### src/rtl/s100_bus_pkg.sv
// Shared types and index constants for the S-100 bus cycle generator.
// Status vectors and synchronised-input vectors are addressed through the constants below.
package s100_bus_pkg;

  typedef enum logic [2:0] {IDLE, SYNC, STVAL, STROBE, DONE} bus_state_t;

  typedef enum logic [2:0] {MRD, FETCH, MWR, IOIN, IOOUT, INTA} cyc_type_t;

  localparam int STAT_MEMR = 0;
  localparam int STAT_M1   = 1;
  localparam int STAT_INP  = 2;
  localparam int STAT_OUT  = 3;
  localparam int STAT_MWRT = 4;
  localparam int STAT_INTA = 5;
  localparam int STAT_N_WO = 6;
  localparam int STAT_W    = 7;

  localparam int IN_XRDY   = 0;
  localparam int IN_RDY    = 1;
  localparam int IN_N_HALT = 2;
  localparam int IN_N_WR   = 3;
  localparam int IN_N_RD   = 4;
  localparam int IN_N_IORQ = 5;
  localparam int IN_N_MREQ = 6;
  localparam int IN_N_M1   = 7;
  localparam int IN_W      = 8;

  localparam int CNT_W = 4;

  function automatic logic [STAT_W-1:0] status_of(cyc_type_t t);
    logic [STAT_W-1:0] s;
    s = '0;
    s[STAT_N_WO] = 1'b1;
    case (t)
      MRD:   s[STAT_MEMR] = 1'b1;
      FETCH: begin s[STAT_MEMR] = 1'b1; s[STAT_M1] = 1'b1; end
      MWR:   begin s[STAT_MWRT] = 1'b1; s[STAT_N_WO] = 1'b0; end
      IOIN:  s[STAT_INP] = 1'b1;
      IOOUT: begin s[STAT_OUT] = 1'b1; s[STAT_N_WO] = 1'b0; end
      INTA:  begin s[STAT_M1] = 1'b1; s[STAT_INTA] = 1'b1; end
      default: s = s;
    endcase
    return s;
  endfunction

endpackage

### src/rtl/s100_sync2.sv
// Two-flop synchroniser, one independent chain per bit.
// RST_VAL sets each chain to the input's inactive level so reset never fakes activity.
module s100_sync2 #(
  parameter int             W       = 1,
  parameter logic [W-1:0]   RST_VAL = '0
) (
  input  logic         clk,
  input  logic         srst,
  input  logic [W-1:0] d,
  output logic [W-1:0] q
);

  for (genvar gi = 0; gi < W; gi++) begin : g_bit
    logic [1:0] stage_reg;

    always_ff @(posedge clk) begin
      if (srst) begin
        stage_reg <= {2{RST_VAL[gi]}};
      end else begin
        stage_reg <= {stage_reg[0], d[gi]};
      end
    end

    assign q[gi] = stage_reg[1];
  end

endmodule

### src/rtl/s100_bus_cycle_gen.sv
// Turns Z80 strobes into sequenced S-100 status/control (SYNC, STVAL, strobe, done)
// and holds the CPU in WAIT until each bus cycle has completed.
module s100_bus_cycle_gen
  import s100_bus_pkg::*;
#(
  parameter int SYNC_CLKS       = 2,
  parameter int MIN_STROBE_CLKS = 2
) (
  input  logic pll0_2MHz,
  input  logic reset,
  input  logic cpu_n_m1,
  input  logic cpu_n_mreq,
  input  logic cpu_n_iorq,
  input  logic cpu_n_rd,
  input  logic cpu_n_wr,
  input  logic cpu_n_halt,
  input  logic s100_rdy,
  input  logic s100_xrdy,
  output logic s100_pSYNC,
  output logic s100_n_pSTVAL,
  output logic s100_pDBIN,
  output logic s100_n_pWR,
  output logic s100_sMEMR,
  output logic s100_sM1,
  output logic s100_sINP,
  output logic s100_sOUT,
  output logic s100_sMWRT,
  output logic s100_sINTA,
  output logic s100_sHLTA,
  output logic s100_n_sWO,
  output logic z80_n_wait,
  output logic bus_cycle_active
);

  logic [IN_W-1:0]   raw_in;
  logic [IN_W-1:0]   syn_in;
  logic              m1, mreq, iorq, rd, wr, rdy;
  logic              start;
  cyc_type_t         det_type, type_reg, type_next;
  bus_state_t        state_reg, state_next;
  logic [CNT_W-1:0]  cnt_reg, cnt_next;
  logic              wait_reg, wait_next;
  logic              is_write;
  logic              in_strobe;
  logic [STAT_W-1:0] status;

  always_comb begin
    raw_in            = '0;
    raw_in[IN_N_M1]   = cpu_n_m1;
    raw_in[IN_N_MREQ] = cpu_n_mreq;
    raw_in[IN_N_IORQ] = cpu_n_iorq;
    raw_in[IN_N_RD]   = cpu_n_rd;
    raw_in[IN_N_WR]   = cpu_n_wr;
    raw_in[IN_N_HALT] = cpu_n_halt;
    raw_in[IN_RDY]    = s100_rdy;
    raw_in[IN_XRDY]   = s100_xrdy;
  end

  s100_sync2 #(
    .W       (IN_W),
    .RST_VAL ({IN_W{1'b1}})
  ) u_sync (
    .clk  (pll0_2MHz),
    .srst (reset),
    .d    (raw_in),
    .q    (syn_in)
  );

  assign m1   = ~syn_in[IN_N_M1];
  assign mreq = ~syn_in[IN_N_MREQ];
  assign iorq = ~syn_in[IN_N_IORQ];
  assign rd   = ~syn_in[IN_N_RD];
  assign wr   = ~syn_in[IN_N_WR];
  assign rdy  = syn_in[IN_RDY] & syn_in[IN_XRDY];

  // Read wins over write when both strobes are seen; bare mreq (refresh) is ignored.
  always_comb begin
    start    = 1'b1;
    det_type = MRD;
    if (mreq && rd && m1)  det_type = FETCH;
    else if (mreq && rd)   det_type = MRD;
    else if (mreq && wr)   det_type = MWR;
    else if (iorq && m1)   det_type = INTA;
    else if (iorq && rd)   det_type = IOIN;
    else if (iorq && wr)   det_type = IOOUT;
    else                   start    = 1'b0;
  end

  always_ff @(posedge pll0_2MHz) begin
    if (reset) begin
      state_reg <= IDLE;
      type_reg  <= MRD;
      cnt_reg   <= '0;
      wait_reg  <= 1'b1;
    end else begin
      state_reg <= state_next;
      type_reg  <= type_next;
      cnt_reg   <= cnt_next;
      wait_reg  <= wait_next;
    end
  end

  // cnt_reg counts clocks already spent in SYNC (from 0) or in STROBE (from 1).
  always_comb begin
    state_next = state_reg;
    type_next  = type_reg;
    cnt_next   = cnt_reg;
    wait_next  = wait_reg;
    case (state_reg)
      IDLE: begin
        cnt_next  = '0;
        wait_next = 1'b1;
        if (start) begin
          state_next = SYNC;
          type_next  = det_type;
          wait_next  = 1'b0;
        end
      end
      SYNC: begin
        if (cnt_reg == CNT_W'(SYNC_CLKS - 1)) begin
          state_next = STVAL;
          cnt_next   = '0;
        end else begin
          cnt_next = cnt_reg + 1'b1;
        end
      end
      STVAL: begin
        state_next = STROBE;
        cnt_next   = CNT_W'(1);
      end
      STROBE: begin
        if (cnt_reg >= CNT_W'(MIN_STROBE_CLKS) && rdy) begin
          state_next = DONE;
          wait_next  = 1'b1;
        end else if (cnt_reg != '1) begin
          cnt_next = cnt_reg + 1'b1;
        end
      end
      DONE: begin
        wait_next = 1'b1;
        if (!rd && !wr && !iorq) state_next = IDLE;
      end
      default: state_next = IDLE;
    endcase
  end

  always_comb begin
    status            = '0;
    status[STAT_N_WO] = 1'b1;
    if (state_reg != IDLE) status = status_of(type_reg);
  end

  assign is_write  = (type_reg == MWR) || (type_reg == IOOUT);
  assign in_strobe = (state_reg == STROBE);

  assign s100_pSYNC       = (state_reg == SYNC);
  assign s100_n_pSTVAL    = (state_reg != STVAL);
  assign s100_pDBIN       = in_strobe && !is_write;
  assign s100_n_pWR       = !(in_strobe && is_write);
  assign s100_sMEMR       = status[STAT_MEMR];
  assign s100_sM1         = status[STAT_M1];
  assign s100_sINP        = status[STAT_INP];
  assign s100_sOUT        = status[STAT_OUT];
  assign s100_sMWRT       = status[STAT_MWRT];
  assign s100_sINTA       = status[STAT_INTA];
  assign s100_n_sWO       = status[STAT_N_WO];
  assign s100_sHLTA       = ~syn_in[IN_N_HALT];
  assign z80_n_wait       = wait_reg;
  assign bus_cycle_active = (state_reg != IDLE);

endmodule

### config.mk
export PLATFORM = sky130hd
export DESIGN_NAME = s100_bus_cycle_gen
export DESIGN_NICKNAME = d
export VERILOG_FILES = /design/src/rtl/s100_bus_pkg.sv /design/src/rtl/s100_sync2.sv /design/src/rtl/s100_bus_cycle_gen.sv
export SDC_FILE = /design/constraint.sdc
export NUM_CORES = 1
export LEC_CHECK = 0
export BUFFER_PORTS_ARGS = -buffer_cell sky130_fd_sc_hd__buf_4
export CAP_MARGIN = 40
export CORE_MARGIN = 2
export CORE_UTILIZATION = 45
export CTS_CLUSTER_DIAMETER = 40
export DETAILED_ROUTE_END_ITERATION = 6
export PLACE_DENSITY_LB_ADDON = 0.2
export SETUP_SLACK_MARGIN = 0.5
export SLEW_MARGIN = 25
export SYNTH_ARGS = -nofsm -noshare
export SYNTH_HDL_FRONTEND = slang
export SYNTH_SLANG_ARGS = --single-unit
### constraint.sdc
create_clock -name pll0_2MHz -period 1.55 [get_ports pll0_2MHz]
set_input_delay 0.155 -clock pll0_2MHz [delete_from_list [all_inputs] [get_ports pll0_2MHz]]
set_output_delay 0.155 -clock pll0_2MHz [all_outputs]
set_load 0.005 [all_outputs]
---- Yosys cells after proc, flatten, opt, wreduce, memory -nomap -nowiden ----
Index checks and enable logic that the tools add are counted.
storage, ports and cells
  flip-flop bits (word level) ............. 27
  input port bits ......................... 10
  output and inout port bits .............. 14
  logic and storage cells ................. 97
cells by class
  add/subtract/negate cells ............... 1
  $lt $le $gt $ge ......................... 1
  eq/ne operators ......................... 18
  mux-type cells .......................... 32
  bitwise gates (word level) .............. 7
  reduce and logical (&&, ||, !) cells .... 26
operators with widths
  kind                   number
  $mux W3                10
  $pmux W4 S4            1
  $mux W1                15
  $pmux W3 S5            1
  $eq A3 B2 Y1 const B   4
  $mux W4                3
  $logic_and A1 B1 Y1    11
  $eq A3 B3 Y1 const B   3
  $mux W7                1
  $eq A3 B1 Y1 const B   2
  $logic_not A3 Y1       2
  $ne A2 B1 Y1 const B   3
  $ne A2 B2 Y1 const B   3
  $not A1 Y1             6
  $reduce_bool A3 Y1     2
  $reduce_or A2 Y1       3
  $add A4 B1 Y4 const B  1
  $eq A4 B1 Y1 const B   1
  $ge A4 B2 Y1 const B   1
  $ne A4 B4 Y1 const B   1
  $reduce_and A2 Y1      2
  $reduce_and A4 Y1      1
  $reduce_bool A4 Y1     1
  $ne A3 B2 Y1 const B   1
  5 further kinds        6

---- Depth between registers and ports, before layout ----
Gate-level depths: netlist (run 1).
  depth after elaboration ................. 10
  gate-level depth with buffers ........... 6
  gate-level depth less buffers ........... 6

---- Cells and area by module ----
A second synthesis (run 1) with hierarchy kept.
second synthesis, totals
  cell total of the unflattened synthesis .. 150
  area, all modules ....................... 1338.8 um2
modules (own cells, without submodules)
  module              times used  cells each  area an instance (um2)  seq. area each (um2)
  s100_bus_cycle_gen  1           109         847.1                   220.2
  s100_sync2          1           41          491.7                   320.3

---- Worst setup path before layout (run 1) ----
No wires, ideal clock.
  path kind ............................... flip-flop to flip-flop
  start ................................... reg cnt_reg[1]
  end ..................................... reg cnt_reg[3]
  library setup time ...................... 74 ps
  arrival time ............................ 1632 ps
  data required time ...................... 1476 ps
  slack ................................... -156 ps
  cell stages (with the launch flop) ...... 7
  path buffers ............................ 0
  clock period less this slack ............ 1706 ps
  path through ............................ dfxtp_1 -> inv_1 -> ha_1 -> nor4b_1 -> or2_1 -> or4_1 -> a31oi_1
between the ends
  cells in the longest elaborated chain, start to end .. 4
  elaborated cells between the ends (all ways) .. 12
  classes of those cells .................. 1 x add/sub; 1 x order compare; 4 x eq/ne; 4 x mux; 2 x reduce/logical
ends and longest elaborated chain
  what                                                     line                                                                             RTL
  from (decl)                                              s100_bus_cycle_gen.sv:41                                                         logic [CNT_W-1:0] cnt_reg, cnt_next;
  from (signal assigned)                                   s100_bus_cycle_gen.sv:98                                                         cnt_reg <= cnt_next;
  $add A4 B1 Y4 / $ge A4 B2 Y1 (equally long branches)     s100_bus_cycle_gen.sv:124, s100_bus_cycle_gen.sv:136, s100_bus_cycle_gen.sv:132
  $mux W4 / $logic_and A1 B1 Y1 (equally long branches)    s100_bus_cycle_gen.sv:135, s100_bus_cycle_gen.sv:132
  $mux W4 / $ne A2 B2 Y1 (equally long branches)           --
  $pmux W4 S4 / $reduce_and A3 Y1 (equally long branches)  --
Several ways; a longest one is shown, not always the timed one. The select of a mux whose other input is x is not followed.
A chain may end at the register's enable or synchronous reset.

---- Final worst setup path (run 1) ----
  start ................................... reg cnt_reg[1]
  end ..................................... reg state_reg[0]
between the ends
  cells in the longest elaborated chain, start to end .. 4
  elaborated cells between the ends (all ways) .. 6
  classes of those cells .................. 1 x order compare; 3 x eq/ne; 2 x reduce/logical
ends and longest elaborated chain
  what                           line                       RTL
  $ge A4 B2 Y1                   s100_bus_cycle_gen.sv:132  if (cnt_reg >= CNT_W'(MIN_STROBE_CLKS) && rdy) begin
  $logic_and A1 B1 Y1            s100_bus_cycle_gen.sv:132
  $ne A2 B1 Y1 (no line)         --
  $reduce_and A4 Y1 (no line) *  --
  to (signal assigned)           s100_bus_cycle_gen.sv:96   state_reg <= state_next;
  to (decl)                      s100_bus_cycle_gen.sv:40   bus_state_t state_reg, state_next;
Every way passes the cells marked *; elsewhere a longest branch is shown, timed or not.

==> out/qor.txt, run 1 <==
Run status = complete, but fails checks
Failing checks = setup timing
Pre-antenna DRT Iters = 5
Area Growth Syn to Fin = 69.5%
HP Class = in -> reg
Worst-path clk slew = 0.15 ns
Worst skew pair latency = 0.32 ns
Req. time, crit path = 1.77 ns
Reg-to-Reg End = state_reg[0]
Crit path arrival time = 1.94 ns
Final setup violation count = 17
LEAKAGE = 0.941 nW
Number of fill cells = 154
FFs w/ async S/R, synth = 0
Hold_sp = reset
Post-route setup slack = -0.165 ns
Total CTS buffers = 3
Top FF cell, synth = dfxtp_1
Syn Area/Cell = 8.97 um2
Minimum clock period = 1.71 ns
Post-Syn Area = 1300 um2
Initial antenna violation count = 0
Routability Congestion = 0.853
Via-to-Cell Ratio = 5.39
Number of DRC markers in iteration 0 = 52
Crit path buf inv count = 1
Cell taking the most area after synthesis = dfxtp_1
Die Area = 3340 um2
Worst-margin pin slew = 0.335 ns
Die Width = 57.8 um
Layout Nets = 229
CTS max path bufs = 2
Yosys warns = 0
Area of the multi-input gates = 896 um2
Area after DPL = 1640 um2
Reg-to-reg startpoint = cnt_reg[1]
Via count = 1327
Max Slew Vio Count = 0
Top cells by area, synth = dfxtp_1 (42%), or2_2 (7.7%), nor2_1 (3.5%)
# IOs = 24
DRC Markers = 0
Hold Worst Slack = 0.145 ns
CP max stage cell = dfxtp_4
Initial Util = 0.472
Skew final = 0.00643 ns
Yosys cell types = 42
R2R setup slack = -0.16 ns
Largest stage delay, worst path = 0.41 ns
Row count = 19
Number of global-route vias before repair = 1254
Core occupancy in the finished layout = 0.800
Worst Setup Start Kind = register
Syn Nets = 158
CTS tree = built
First-pass GRT wire length = 5.40 mm
Post-route ant nets = 0
Register area share after synthesis = 0.415
Largest net degree at the start of global routing = 29
WL final = 3.70 mm
Final HPWL DP = 1.95 mm
Post-route cell area = 2210 um2
Hold depth = 2
Hold Path End = state_reg[2]
Hold Vio Cnt, Final = 0
Yosys reg bits = 27
CORE AREA = 2760 um2
Layout cells sized above 1 = 0.628
Endpoint class of the critical path = register
Die H = 57.8 um
Port Buffers = 23
RSZ-0062 raised after global routing = true
H-tree Lvls = 1
Fin crit share = 1.11
Max reg flops = 16
Grt total ovfl = 0
Pwr/cell area = 1110 nW/um2
Most frequent cells in the layout = buf_4 (41), buf_6 (22), dfxtp_1 (18)
Root Driver = clkbuf_4
Most common cell after layout, fill and taps aside = buf_4
Post-synth top area share = 0.415
CP cell instances = inv_2 > ha_4 > or3b_4 > a32oi_4 > o221ai_2 > mux2_2
Top delay family on crit path = flip-flops
CP Max Fanout = 6
Crit Path Class = reg -> reg
Post-synth EDFFs = 0
Crit. Startpoint = cnt_reg[1]
R2R cell count = 6
Sequential Area = 562 um2
Sink Count = 27
Max IR drop VDD = 1.12 mV
Post-Syn Instances = 145
Max-cap violations = 0
GRT Total Usage = 0.208
ANT cells = 0
Slew HR = 0.777
CP Depth = 6
WL/cell = 15.0 um
Fmax = 583 MHz
-- Yosys cell counts, types with 2 or more instances --
cell and instances:
o21ai_0 6, buf_6 3, nor2_1 12, nor2b_1 2, nor3_1 6, nand2_1 9, nand3_1 7, nand2b_1 2
ha_1 3, a31o_2 2, inv_1 6, dfxtp_1 27, or4_1 3, or2_2 16, a21oi_1 7, nand3b_1 2
nor3b_1 2, nor4b_1 2, clkbuf_1 3, a211oi_1 2, o211a_1 2
-- repair_timing --
| action | CTS | global route |
|---|---|---|
| resized for setup | 35 | 39 |
| hold buffers | 8 | 0 |
| endpoints found under the hold margin | 8 | 0 |
| endpoints found under the setup margin | 23 | 23 |
| setup buffers | 15 | 10 |
| pin swaps | 10 | 14 |
-- where the power goes --
part           internal [mW]  leakage (nW)  switching (mW)
Combinational          0.790         0.696           0.534
Sequential             0.756         0.228          0.0668
Clock                  0.100        0.0183           0.207
-- kinds of logic after synthesis --
logic type                 Yosys count  synth area share
adders and majority gates            3            0.0288
xor gates and xnor gates             1           0.00673
muxes                                1           0.00865
DFF                                 27             0.415
buffers and inverters               12            0.0519
AOI/OAI and AO/OA                   27             0.139
and+or+nand+nor                     74             0.349
-- through the flow --
stage / setup slack [ns] / setup TNS [ns] / total power, mW / instances
2_1_floorplan: -0.0318 / -0.0516 / 1.20 / 145
3_3_place_gp: -0.105 / -0.275 / 1.47 / 209
3_5_place_dp: -0.121 / -0.415 / 1.49 / 209
4_1_cts: -0.132 / -0.735 / 2.14 / 236
5_1_grt: -0.216 / -2.43 / 2.60 / 246
6_report: -0.165 / -1.11 / 2.45 / 246
-- layer usage --
metal  GRT usage  routed length [um]  vias up
li1            -                   -      656
met1       0.244                1500      615
met2       0.369                1940       42
met3      0.0335                 146       14
met4      0.0963                 115        0
met5           0                   0        -
-- how the worst max path moves through the flow --
| stage | end | slack (ns) |
|---|---|---|
| 5_1_grt | state_reg[0] | -0.22 |
| 4_1_cts | cnt_reg[1] | -0.13 |
| 2_1_floorplan | state_reg[0] | -0.03 |
| 3_5_place_dp | state_reg[0] | -0.12 |
| 6_report | state_reg[0] | -0.16 |
| 3_3_place_gp | cnt_reg[1] | -0.11 |
-- layout make-up --
| cell class | instances | area share |
|---|---|---|
| clock inverters | 1 | 0.00284 |
| repair buffers | 72 | 0.295 |
| inverters | 6 | 0.0136 |
| well taps | 31 | 0.0176 |
| flip-flops and latches | 27 | 0.255 |
| clock buffers | 3 | 0.0102 |
| multi-input cells | 106 | 0.406 |
(Power assumes the default switching activity.)
==> run 2: changes to the inputs <==
Settings changed: CORE_UTILIZATION 45 to 40.
==> run 2 against run 1 <==
Effect of this change:
- the flow still finishes with violations (setup timing)
- clock power is 3% higher
- design area is 2.1% lower
- count of clock-buffer cells in the layout stayed put
- hold slack worse by 0.0085 ns
- sequential cell count stayed put
- register-to-register slack better by 0.04 ns
- sequential share of layout area is 0.72 points higher
- power is 2.2% lower
- clock skew is 0.0021 ns higher
- routed wire length is 9.1% lower
- die area is 12% higher
- core utilization is 9.8 points lower
==> out/qor.txt, run 2 (synthesized netlist as in run 1, its figures left out) <==
Run status = complete, but fails checks
Failing checks = setup timing
Die H = 61.0 um
Dpl ws = -0.113 ns
Post-route setup slack = -0.120 ns
Final setup violation count = 15
Cell mode on critical path = buf_6
LEAKAGE = 0.908 nW
Max IR drop VDD = 0.604 mV
Max-cap violations = 0
Area after DPL = 1670 um2
Number of global-route vias before repair = 1273
RSZ-0062 raised after global routing = true
Worst-margin pin slew = 0.320 ns
First-pass GRT wire length = 5.17 mm
H-tree Lvls = 1
Hold Vio Cnt, Final = 0
Total CTS buffers = 3
Final HPWL DP = 2.10 mm
Port Buffers = 23
WL/cell = 13.1 um
Row count = 20
Req. time, crit path = 1.39 ns
ANT cells = 0
Worst skew pair latency = 0.33 ns
Sink Count = 27
HP Class = in -> reg
GRT Total Usage = 0.184
CORE AREA = 3080 um2
Most frequent cells in the layout = buf_4 (44), dfxtp_1 (19), buf_6 (17)
WL final = 3.36 mm
Largest net degree at the start of global routing = 29
Hold depth = 2
Layout Nets = 226
Root Driver = clkbuf_4
Pre-antenna DRT Iters = 4
Crit Path Class = reg -> out
Grt total ovfl = 0
Minimum clock period = 1.67 ns
Via count = 1288
Layout cells sized above 1 = 0.604
Initial antenna violation count = 0
Post-route cell area = 2160 um2
Initial Util = 0.423
Fmax = 599 MHz
R2R cell count = 6
Die Width = 61.0 um
Crit path arrival time = 1.52 ns
CTS max path bufs = 2
Routability Congestion = 0.822
# IOs = 24
Post-route ant nets = 0
CP max stage cell = dfxtp_4
Max Slew Vio Count = 0
Slew HR = 0.784
Skew final = 0.00852 ns
Worst-path clk slew = 0.16 ns
CP Max Fanout = 3
Area Growth Syn to Fin = 66.0%
Worst Setup Start Kind = register
CTS tree = built
Pwr/cell area = 1110 nW/um2
Most common cell after layout, fill and taps aside = buf_4
Via-to-Cell Ratio = 5.03
Number of DRC markers in iteration 0 = 28
Die Area = 3730 um2
Fin crit share = 1.08
Largest stage delay, worst path = 0.38 ns
CP cell instances = buf_6 > nor3_4 > inv_2 > buf_6 > and4b_1 > buf_4
DRC Markers = 0
Max reg flops = 16
Endpoint class of the critical path = primary output
run 2: cell types whose count changed in the layout (fill, tap and decap cells not counted), moves of 2 or more:
cell,delta
nor2_2,-3
nor2_1,+2
buf_6,-5
dfxtp_4,+2
dfxtp_2,-3
buf_4,+3
run 2: final cells by class:
class                      count  area (um2)
sequential                    27         566
inverter                       6        27.5
clock buffer                   3        22.5
fill                         255         918
tap                           44        55.1
clock inverter                 1        6.26
multi-input combinational    106         881
timing repair buffer          69         602
run 2: critical path, delay by kind of cell, from the launching register on:
kind	cells	cell delay, ns
and+or+nand+nor	2	0.39
DFF	1	0.38
buffers and inverters	4	0.42
run 2: per-layer routing:
metal / routed length, um / vias up / GRT usage / part of all wire
met3: 120 / 6 / 0.0336 / 0.036
met4: 53 / 0 / 0.0839 / 0.016
met5: 0 / - / 0 / 0
met1: 1340 / 603 / 0.184 / 0.40
met2: 1850 / 33 / 0.363 / 0.55
li1: - / 646 / - / -
run 2: final timing paths:
| path | from | to | slack [ns] |
|---|---|---|---|
| hold reg to reg | u_sync.g_bit[2].stage_reg[0] | u_sync.g_bit[2].stage_reg[1] | 0.43 |
| setup / recovery | state_reg[0] | s100_sINP | -0.12 |
| hold / removal | reset | cnt_reg[1] | 0.14 |
| setup reg to reg | cnt_reg[1] | state_reg[0] | -0.12 |
run 2: power breakdown:
part	internal (mW)	leakage [nW]	switching [mW]
Sequential	0.753	0.228	0.0611
Combinational	0.764	0.662	0.505
Clock	0.101	0.0183	0.216
Total	1.62	0.908	0.783
run 2: what timing repair did:
item | in CTS | in global routing
endpoints found under the setup margin | 23 | 23
gates cloned | 0 | 0
endpoints found under the hold margin | 3 | 5
setup buffers | 17 | 3
resized for setup | 49 | 15
pin swaps | 21 | 10
hold buffers | 3 | 5
run 2: metrics by stage:
stage	instances	power, mW	hold slack, ns	setup TNS [ns]	util
after floorplan	145	1.20	0.259	-0.0516	-
after global placement	224	1.48	0.340	-0.231	0.542
after detailed placement	224	1.50	0.341	-0.447	0.542
after CTS	248	2.25	0.000410	-1.05	0.662
after global routing	256	2.54	0.143	-2.48	0.702
final	256	2.40	0.137	-1.22	0.702
